<file path="config.mk">
export PLATFORM = sky130hd
export DESIGN_NAME = alu_seq_ctrl
export DESIGN_NICKNAME = d
export VERILOG_FILES = /design/src/rtl/alu_seq_pkg.sv /design/src/rtl/alu_seq_ctrl.sv
export SDC_FILE = /design/constraint.sdc
export NUM_CORES = 1
export LEC_CHECK = 0
export CORE_MARGIN = 4
export CORE_UTILIZATION = 58
export CTS_CLUSTER_SIZE = 14
export DETAILED_ROUTE_END_ITERATION = 10
export DONT_BUFFER_PORTS = 1
export PLACE_DENSITY = 0.74
export SYNTH_ARGS = -nofsm -noshare
export SYNTH_HDL_FRONTEND = slang
export SYNTH_SLANG_ARGS = --single-unit
</file>
<file path="constraint.sdc">
create_clock -name clk -period 4.5 [get_ports clk]
set_input_delay 0.675 -clock clk [delete_from_list [all_inputs] [get_ports clk]]
set_output_delay 0.675 -clock clk [all_outputs]
set_load 0.01 [all_outputs]
</file>
<file path="src/rtl/alu_seq_pkg.sv">
// Shared types and ALU control-word helpers for the multi-cycle ALU sequencer.
package alu_seq_pkg;

  typedef enum logic [2:0] {
    OP_ADD16 = 3'd0,
    OP_SUB16 = 3'd1,
    OP_ADC16 = 3'd2,
    OP_SBC16 = 3'd3,
    OP_SHIFT = 3'd4
  } op_e;

  typedef enum logic [2:0] {
    ST_IDLE,
    ST_LO,
    ST_HI,
    ST_SHF,
    ST_DONE
  } state_e;

  localparam int CTL_SHIFT    = 7;
  localparam int CTL_TAKEFLAG = 6;
  localparam int CTL_SUB      = 5;
  localparam int CTL_NOFLIP   = 0;

  localparam logic [8:0] ALU_NOP = 9'(1) << CTL_NOFLIP;

  // Branch and flip fields always stay zero; only the op fields vary.
  function automatic logic [8:0] mk_ctl(input logic shift, input logic [1:0] kind,
                                        input logic sub, input logic take);
    logic [8:0] w;
    w = ALU_NOP;
    if (shift) begin
      w[CTL_SHIFT]              = 1'b1;
      w[CTL_TAKEFLAG:CTL_SUB]   = kind;
    end else begin
      w[CTL_TAKEFLAG]           = take;
      w[CTL_SUB]                = sub;
    end
    return w;
  endfunction

endpackage

</file>
<file path="src/rtl/alu_seq_ctrl.sv">
// Sequencer that splits 16-bit add/sub and N-bit shifts into 8-bit ALU passes.
// Optional ALU_SEQ_PERF_EN adds saturating busy-cycle and completed-op counters.
module alu_seq_ctrl
  import alu_seq_pkg::*;
#(
  parameter int CNT_W = 3
`ifdef ALU_SEQ_PERF_EN
  , parameter int PERF_W = 16
`endif
) (
  input  logic             clk,
  input  logic             reset,
  input  logic             req_valid,
  output logic             req_ready,
  input  logic [2:0]       req_op,
  input  logic [1:0]       req_kind,
  input  logic [CNT_W-1:0] req_cnt,
  input  logic [15:0]      req_a,
  input  logic [15:0]      req_b,
  output logic             rsp_valid,
  input  logic             rsp_ready,
  output logic [15:0]      rsp_data,
  output logic             flag_q,
  output logic [7:0]       alu_srcA,
  output logic [7:0]       alu_srcB,
  output logic [7:0]       alu_srcC,
  output logic             alu_flagin,
  output logic             alu_flipin,
  output logic [8:0]       alu_control,
  input  logic [7:0]       alu_result,
  input  logic             alu_flagout
`ifdef ALU_SEQ_PERF_EN
  , output logic [PERF_W-1:0] perf_busy
  , output logic [PERF_W-1:0] perf_ops
`endif
);

  state_e           state_q;
  op_e              op_q;
  logic [1:0]       kind_q;
  logic [CNT_W-1:0] cnt_q;
  logic [15:0]      a_q;
  logic [15:0]      b_q;
  logic [7:0]       byte_q;   // LO result for add/sub, running byte for shifts
  logic             chain_q;
  logic             rsp_valid_q;
  logic [15:0]      rsp_data_q;

  logic is_sub;
  logic take_flag;

  assign is_sub    = (op_q == OP_SUB16) || (op_q == OP_SBC16);
  assign take_flag = (op_q == OP_ADC16) || (op_q == OP_SBC16);

  assign req_ready  = (state_q == ST_IDLE);
  assign rsp_valid  = rsp_valid_q;
  assign rsp_data   = rsp_data_q;
  assign alu_srcC   = 8'h00;
  assign alu_flipin = 1'b0;

  always_comb begin
    alu_srcA    = 8'h00;
    alu_srcB    = 8'h00;
    alu_flagin  = 1'b0;
    alu_control = ALU_NOP;
    case (state_q)
      ST_LO: begin
        alu_srcA    = a_q[7:0];
        alu_srcB    = b_q[7:0];
        alu_control = mk_ctl(1'b0, 2'b00, is_sub, take_flag);
        alu_flagin  = take_flag & flag_q;
      end
      ST_HI: begin
        alu_srcA    = a_q[15:8];
        alu_srcB    = b_q[15:8];
        alu_control = mk_ctl(1'b0, 2'b00, is_sub, 1'b1);
        alu_flagin  = chain_q;
      end
      ST_SHF: begin
        alu_srcA    = byte_q;
        alu_control = mk_ctl(1'b1, kind_q, 1'b0, 1'b0);
        alu_flagin  = chain_q;
      end
      default: ;
    endcase
  end

  always_ff @(posedge clk) begin
    if (reset) begin
      state_q     <= ST_IDLE;
      op_q        <= OP_ADD16;
      kind_q      <= 2'b00;
      cnt_q       <= '0;
      a_q         <= 16'h0000;
      b_q         <= 16'h0000;
      byte_q      <= 8'h00;
      chain_q     <= 1'b0;
      flag_q      <= 1'b0;
      rsp_valid_q <= 1'b0;
      rsp_data_q  <= 16'h0000;
    end else begin
      case (state_q)
        ST_IDLE: if (req_valid) begin
          op_q    <= op_e'(req_op);
          kind_q  <= req_kind;
          cnt_q   <= req_cnt;
          a_q     <= req_a;
          b_q     <= req_b;
          byte_q  <= req_a[7:0];
          // Shifts seed the chain with the architectural flag for the first pass.
          chain_q <= flag_q;
          case (op_e'(req_op))
            OP_ADD16, OP_SUB16, OP_ADC16, OP_SBC16: state_q <= ST_LO;
            OP_SHIFT: begin
              if (req_cnt == '0) begin
                state_q     <= ST_DONE;
                rsp_valid_q <= 1'b1;
                rsp_data_q  <= {8'h00, req_a[7:0]};
              end else begin
                state_q <= ST_SHF;
              end
            end
            default: begin
              state_q     <= ST_DONE;
              rsp_valid_q <= 1'b1;
              rsp_data_q  <= 16'h0000;
            end
          endcase
        end
        ST_LO: begin
          byte_q  <= alu_result;
          chain_q <= alu_flagout;
          state_q <= ST_HI;
        end
        ST_HI: begin
          rsp_data_q  <= {alu_result, byte_q};
          flag_q      <= alu_flagout;
          rsp_valid_q <= 1'b1;
          state_q     <= ST_DONE;
        end
        ST_SHF: begin
          byte_q  <= alu_result;
          chain_q <= alu_flagout;
          if (cnt_q == CNT_W'(1)) begin
            rsp_data_q  <= {8'h00, alu_result};
            flag_q      <= alu_flagout;
            rsp_valid_q <= 1'b1;
            state_q     <= ST_DONE;
          end else begin
            cnt_q <= cnt_q - 1'b1;
          end
        end
        ST_DONE: if (rsp_ready) begin
          rsp_valid_q <= 1'b0;
          state_q     <= ST_IDLE;
        end
        default: state_q <= ST_IDLE;
      endcase
    end
  end

`ifdef ALU_SEQ_PERF_EN
  logic [PERF_W-1:0] busy_q;
  logic [PERF_W-1:0] ops_q;

  assign perf_busy = busy_q;
  assign perf_ops  = ops_q;

  always_ff @(posedge clk) begin
    if (reset) begin
      busy_q <= '0;
      ops_q  <= '0;
    end else begin
      if ((state_q != ST_IDLE) && (busy_q != '1)) busy_q <= busy_q + 1'b1;
      if ((state_q == ST_DONE) && rsp_ready && (ops_q != '1)) ops_q <= ops_q + 1'b1;
    end
  end
`endif

endmodule

</file>
## Word-level counts from Yosys, hierarchy flattened

Index checks and enable logic that the tools add are counted.

| cells by class | value |
|---|---|
| $add $sub $neg | 1 |
| equal/unequal tests | 18 |
| muxes and demuxes | 30 |
| bitwise operators | 1 |
| reductions and logical operators | 20 |

Operator list:

| kind | count |
|---|---|
| $mux 16 | 3 |
| $pmux 16 s3 | 1 |
| $pmux 8 s3 | 2 |
| $pmux 16 s2 | 1 |
| $pmux 8 s2 | 2 |
| $eq 3x2->1 const B | 6 |
| $mux 3 | 6 |
| $pmux 3 s5 | 1 |
| $eq 3x1->1 const B | 4 |
| $pmux 3 s2 | 2 |
| $ne 2x2->1 const B | 5 |
| $logic_not 3->1 | 3 |
| $mux 8 | 1 |
| $pmux 1 s2 | 4 |
| $eq 3x3->1 const B | 2 |
| $mux 1 | 6 |
| $reduce_and 2->1 | 3 |
| $reduce_and 3->1 | 2 |
| $reduce_and 6->1 | 1 |
| $reduce_bool 2->1 | 3 |
| $reduce_and 5->1 | 1 |
| $pmux 1 s4 | 1 |
| $reduce_bool 4->1 | 1 |
| $reduce_or 2->1 | 2 |
| 6 further kinds | 7 |

| storage, ports and cells | value |
|---|---|
| register bits | 70 |
| input bits | 53 |
| output and inout bits | 54 |

## Longest topological paths before layout

Gate-level depths: netlist of run 1.

| depth | value |
|---|---|
| depth after elaboration | 5 |
| mapped depth | 7 |
| gate-level depth less buffers | 6 |

## Least setup slack after synthesis of run 1

OpenSTA, ideal clock, no wires.

| timing path | value |
|---|---|
| path type | reg-to-output |
| from | register state_q[0] |
| to | output port alu_control[5] |
| arrival time | 1.438 ns |
| path slack | 2.387 ns |
| cell stages (with the launch flop) | 6 |
| buffers on the path | 2 |
| cell sequence | dfxtp_1 buf_2 buf_2 nor2_1 o21ai_0 a21oi_1 |

| on the way | value |
|---|---|
| cells in the longest elaborated chain, start to end | 2 |

Ends and longest elaborated chain:

| what | RTL line | RTL |
|---|---|---|
| from (decl) | alu_seq_ctrl.sv:38 | `state_e state_q;` |
| from (signal assigned) | alu_seq_ctrl.sv:90 | `state_q <= ST_IDLE;` |
| from (signal assigned) | alu_seq_ctrl.sv:113 | `OP_ADD16, OP_SUB16, OP_ADC16, OP_SBC16: state_q <= ST_LO;` |
| from (signal assigned) | alu_seq_ctrl.sv:116 | `state_q <= ST_DONE;` |
| $eq 3x2->1 / $eq 3x1->1 (equally long branches) | alu_seq_ctrl.sv:66 | `case (state_q)` |
| $pmux 8 s3 (*) | alu_seq_ctrl.sv:66 |  |
| to (decl) | alu_seq_ctrl.sv:29 | `output logic [8:0] alu_control,` |

Every way passes the cells marked *; elsewhere a longest branch is shown, timed or not.

## Final worst setup path of run 1

| timing path | value |
|---|---|
| from | register state_q[1] |
| to | output port alu_control[5] |

Same word-level chain as after synthesis.

==> results.cfg, run 1 <==
[sta]
period_needed_ns = 3.05
fmax_ghz = 0.328
hold_viol = 0
setup_tns_ns = 0
max-slew-margin-rel_pct = 25.9
fin_crit_sh_pct = 67.8
setup_ws_ns = 1.45
setup_viol_count_final = 0
fin_worst_skew_ns = 0.00523
worst_pin_slew_ns = 1.11
rsz0062_at_grt = no
maxSlewViolCount = 0

[routing]
detail-route-antenna-nets = 0
routed_via_density = 6.01
via_count = 2937
wl_um = 8180
drtPass1Iterations = 4
post-route-drc-count = 0
drt_iter0_drc = 210
wl_per_cell_um = 16.7

[final_layout]
diodes = 0
final_cell_area_um2 = 3560
final_util_pct = 63.8
final_net_count = 467
syn_to_final_growth_pct = 5.77
drive_above_1_share_pct = 6.71

[global_route]
grt_pass1_wl_um = 13400
globalRouteOverflowTotal = 0
antenna_found_initial = 0
grt_max_degree = 57
grt_pass1_vias = 2750
track_usage_pct = 23.4

[cts]
worstSkewPairLatency_ns = 0.35
cts_setup_buffers = 0
cts_root_buf = clkbuf_8
clk_pin_slew_ns = 0.07
cts_buffer_depth = 2
postCtsHoldBufs = 0
clock_sinks = 70
post_cts_resized = 0
cts_tree = built
htree_levels = 3
cts-buffers-inserted = 9

[worst_setup_path]
arrival_ns = 2.38
worstSetupPathType = flip-flop to primary output
r2r_cells = 4
slowest_delay_ns = 0.67
r2r_slack_ns = 1.91
reg2reg_to = rsp_data[6]$_SDFFE_PP0P_
path_cells = inv_1 > nor2_1 > o21ai_0 > a21oi_1
cp-end-kind = primary output
path_delay_family = flip-flops
start_kind = flip-flop
cp_max_fo = 15
required_ns = 3.83
path_buf_inv = 1
critPathSlowestCell = dfxtp_1
rr_startpoint = state_q[1]$_SDFFE_PP0P_

[place]
hpwl_um = 5610
placed_cell_area_um2 = 3310
gp_congestion = 0.810
dp_slack_ns = 1.78
portBuffers = 0

[synth]
async_reset_ff_share_pct = 0
yosysWarnings = 0
syn_area_per_cell_um2 = 7.86
synthTopCellsByArea = dfxtp_1, nand2_1, a21oi_1, mux2i_1, nor2_1
syn_area_um2 = 3360
yosysMostFrequentCell = nand2_1
yosysSeqAreaShare_pct = 41.7
synthTopCellsByCount = nand2_1, dfxtp_1, a21oi_1, nor2_1, clkbuf_1
synth_ff_type = dfxtp_1
yosysTopAreaCell = dfxtp_1
synth-seq-cells = 70
ys_types = 41
yosysTopAreaCellShare_pct = 41.7
syn_inst = 428
synth_edf_count = 0

[min_path]
hold_path_class = primary input to flip-flop
min_from = reset
min_to = rsp_valid$_SDFFE_PP0P_
min_path_cells = 1

[floorplan]
die_w_um = 84.1
die_h_um = 84.1
die-area_um2 = 7080
io-pin-count = 107
coreArea_um2 = 5570
row_count = 27
start_util_pct = 60.3

[run]
maxCapViolations = 0

[status]
outcome = finished, final reports clean

[power_and_ir_drop]
p_per_area_nw_per_um2 = 429
ir_worst_vdd_uv = 296
static-leakage-power_nw = 1.37
## state kept, by name, summed over array words and instances, names as in the netlist
register / cells
a_q: 16
b_q: 16
byte_q: 8
chain_q: 1
cnt_q: 3
flag_q: 1
kind_q: 2
op_q: 3
rsp_data: 16
rsp_valid: 1
state_q: 3
## layout by cell type (no fill, tap or decap), types with 10 or more instances in the layout
cell	instances
o21ai_0	15
mux2i_1	17
a21oi_1	56
conb_1	15
dfxtp_1	70
or3_1	10
nand2_1	97
clkbuf_8	11
nor2_1	32
nand4_1	10
## cell families after synthesis
| family | synth area share, % |
|---|---|
| AND/OR/NAND/NOR | 23.1 |
| AO/OA/AOI/OAI | 21.4 |
| flip-flops | 41.7 |
| buffers and inverters | 7.82 |
| multiplexers | 5.06 |
| adder cells (fa/ha/maj) | 0.744 |
| other | 0.223 |
## cell type report
cell class	count	area (um^2)
clock buffer	13	159
fill	514	2020
clock inverter	3	90.1
tap	72	90.1
multi-input combinational	319	1760
timing repair buffer	4	30.0
sequential	70	1400
inverter	8	30.0
## stage by stage
stage	hold slack [ns]	total power, mW	instances
after floorplan	0.432	0.884	441
after global placement	0.434	0.904	473
after detailed placement	0.439	0.911	473
after CTS	0.377	1.54	489
after global routing	0.373	1.59	489
final	0.389	1.53	489
## worst max path at each step
stage | from | end | slack, ns | cells past startpoint
3_5_place_dp | state_q[1]$_SDFFE_PP0P_ | alu_control[5] | 1.78 | 4
3_3_place_gp | state_q[1]$_SDFFE_PP0P_ | alu_control[5] | 1.90 | 4
2_1_floorplan | state_q[0]$_SDFFE_PP0P_ | alu_control[5] | 2.39 | 5
6_report | state_q[1]$_SDFFE_PP0P_ | alu_control[5] | 1.45 | 4
5_1_grt | state_q[1]$_SDFFE_PP0P_ | alu_control[5] | 1.14 | 4
4_1_cts | state_q[1]$_SDFFE_PP0P_ | alu_control[5] | 1.39 | 4
## power breakdown
part           leakage [nW]  internal, mW  switching [mW]
registers             0.574         0.667          0.0351
clock network         0.124         0.399           0.230
logic                 0.674        0.0709           0.124
## metal layers
layer,up-vias,track usage [%],routed length (um)
met2,149,35.6,3810
li1,1417,-,-
met4,0,9.50,155
met3,16,9.81,999
met1,1355,29.4,3210
met5,-,0,0
No activity file was read; power rests on OpenSTA's default activity.
==> run 2: changes to the inputs <==
==> constraint.sdc (replaced) <==
create_clock -name clk -period 3.15 [get_ports clk]
set_input_delay 0.4725 -clock clk [delete_from_list [all_inputs] [get_ports clk]]
set_output_delay 0.4725 -clock clk [all_outputs]
set_load 0.01 [all_outputs]
==> results.cfg, run 2 (synthesized netlist as in run 1, its figures left out) <==
[status]
outcome = finished, final reports clean

[global_route]
track_usage_pct = 23.2
grt_max_degree = 57
grt_pass1_wl_um = 13400
grt_pass1_vias = 2754
antenna_found_initial = 0
globalRouteOverflowTotal = 0

[power_and_ir_drop]
swShare_pct = 28.5
pwr-share-seq_pct = 49.9
static-leakage-power_nw = 1.37
clock_power_share_pct = 36.5
ir_worst_vdd_uv = 383
power_frac_comb_pct = 13.5
p_switching_uw = 578
p_per_area_nw_per_um2 = 572
p_int_mw = 1.45

[sta]
maxSlewViolCount = 0
fmax_ghz = 0.344
rsz0062_at_grt = no
hold_viol = 0
period_needed_ns = 2.91
fin_crit_sh_pct = 92.2
setup_viol_count_final = 0
setup_tns_ns = 0
fin_worst_skew_ns = 0.00435
worst_pin_slew_ns = 0.820
max-slew-margin-rel_pct = 44.9

[cts]
cts-buffers-inserted = 9
htree_levels = 3
cts_buffer_depth = 2
cts_setup_buffers = 0
cts_root_buf = clkbuf_8
clock_sinks = 70
post_cts_resized = 0
worstSkewPairLatency_ns = 0.34
cts_tree = built
postCtsHoldBufs = 0
clk_pin_slew_ns = 0.08

[routing]
post-route-drc-count = 0
detail-route-antenna-nets = 0
wl_per_cell_um = 16.9
via_count = 2939
drtPass1Iterations = 4
drt_iter0_drc = 149
wl_um = 8350
routed_via_density = 5.96

[final_layout]
diodes = 0
multi_input_area_um2 = 1760
final_cell_mix = nand2_1, dfxtp_1, a21oi_1
seq_area_um2 = 1400
final_net_count = 471
final_util_pct = 63.6
final_cell_area_um2 = 3540
fill_cells = 495
syn_to_final_growth_pct = 5.40
final_common_cell = nand2_1
drive_above_1_share_pct = 8.08

[floorplan]
die-area_um2 = 7080
io-pin-count = 107
die_h_um = 84.1
die_w_um = 84.1
start_util_pct = 60.3
row_count = 27
coreArea_um2 = 5570

[place]
hpwl_um = 5980
placed_cell_area_um2 = 3340
portBuffers = 0
gp_congestion = 0.896

[min_path]
hold_path_class = primary input to flip-flop

[run]
maxCapViolations = 0

[worst_setup_path]
worstSetupPathType = flip-flop to primary output
slowest_delay_ns = 0.68
cp_max_fo = 15
arrival_ns = 2.43
required_ns = 2.68
start_kind = flip-flop
cp-end-kind = primary output
path_cells = inv_1 > nor2_1 > o21ai_0 > a21oi_1
critPathSlowestCell = dfxtp_1
-- run 2: changes by cell type in the layout (fill, tap and decap cells not counted) --
cell / delta
clkinv_2: +1
clkinvlp_4: +1
clkbuf_1: -2
buf_4: +4
inv_6: +2
clkbuf_8: -1
bufinv_16: -2
clkinv_4: +1
-- run 2: critical path, delay by kind of cell (launching register included) --
kind,cells,cell delay [ns]
and+or+nand+nor,1,0.67
DFF,1,0.68
buffers and inverters,1,0.31
AOI/OAI and AO/OA,2,0.43
-- run 2: layout make-up --
type | instances | area share, %
clock buffers | 10 | 3.88
clock inverters | 6 | 1.94
inverters | 8 | 0.847
multi-input cells | 319 | 49.5
flip-flops and latches | 70 | 39.5
well taps | 72 | 2.54
repair buffers | 8 | 1.69
-- run 2: power by group through the flow --
stage	logic, mW	clock network (mW)	registers, mW
floorplan	0.254	0	1.01
detailed placement	0.275	0	1.03
finish	0.274	0.741	1.01
global route	0.307	0.797	1.02
CTS	0.275	0.757	1.01
global placement	0.266	0	1.03
-- run 2: final timing paths --
check | start | to | slack [ns] | depth (start not counted)
worst max-delay path | state_q[1]$_SDFFE_PP0P_ | alu_control[5] | 0.24 | 4
worst min-delay path | reset | byte_q[1]$_SDFFE_PP0P_ | 0.21 | 1
worst max register to register | state_q[2]$_SDFFE_PP0P_ | byte_q[1]$_SDFFE_PP0P_ | 1.06 | 5
worst min register to register | a_q[12]$_SDFFE_PP0P_ | a_q[12]$_SDFFE_PP0P_ | 0.45 | 2
-- run 2: routing by layer --
layer	part of all wire [%]	track usage, %
met4	2.9	9.80
met1	42	29.8
met3	9.3	7.26
met2	45	36.2
met5	0	0
-- run 2: stage by stage --
stage	setup slack (ns)	cells	hold WS, ns	power, mW
after CTS	0.266	493	0.188	2.05
final	0.245	493	0.213	2.03
after global placement	0.743	477	0.433	1.30
after detailed placement	0.651	477	0.439	1.31
after global routing	0.123	493	0.185	2.13
after floorplan	1.24	441	0.432	1.26
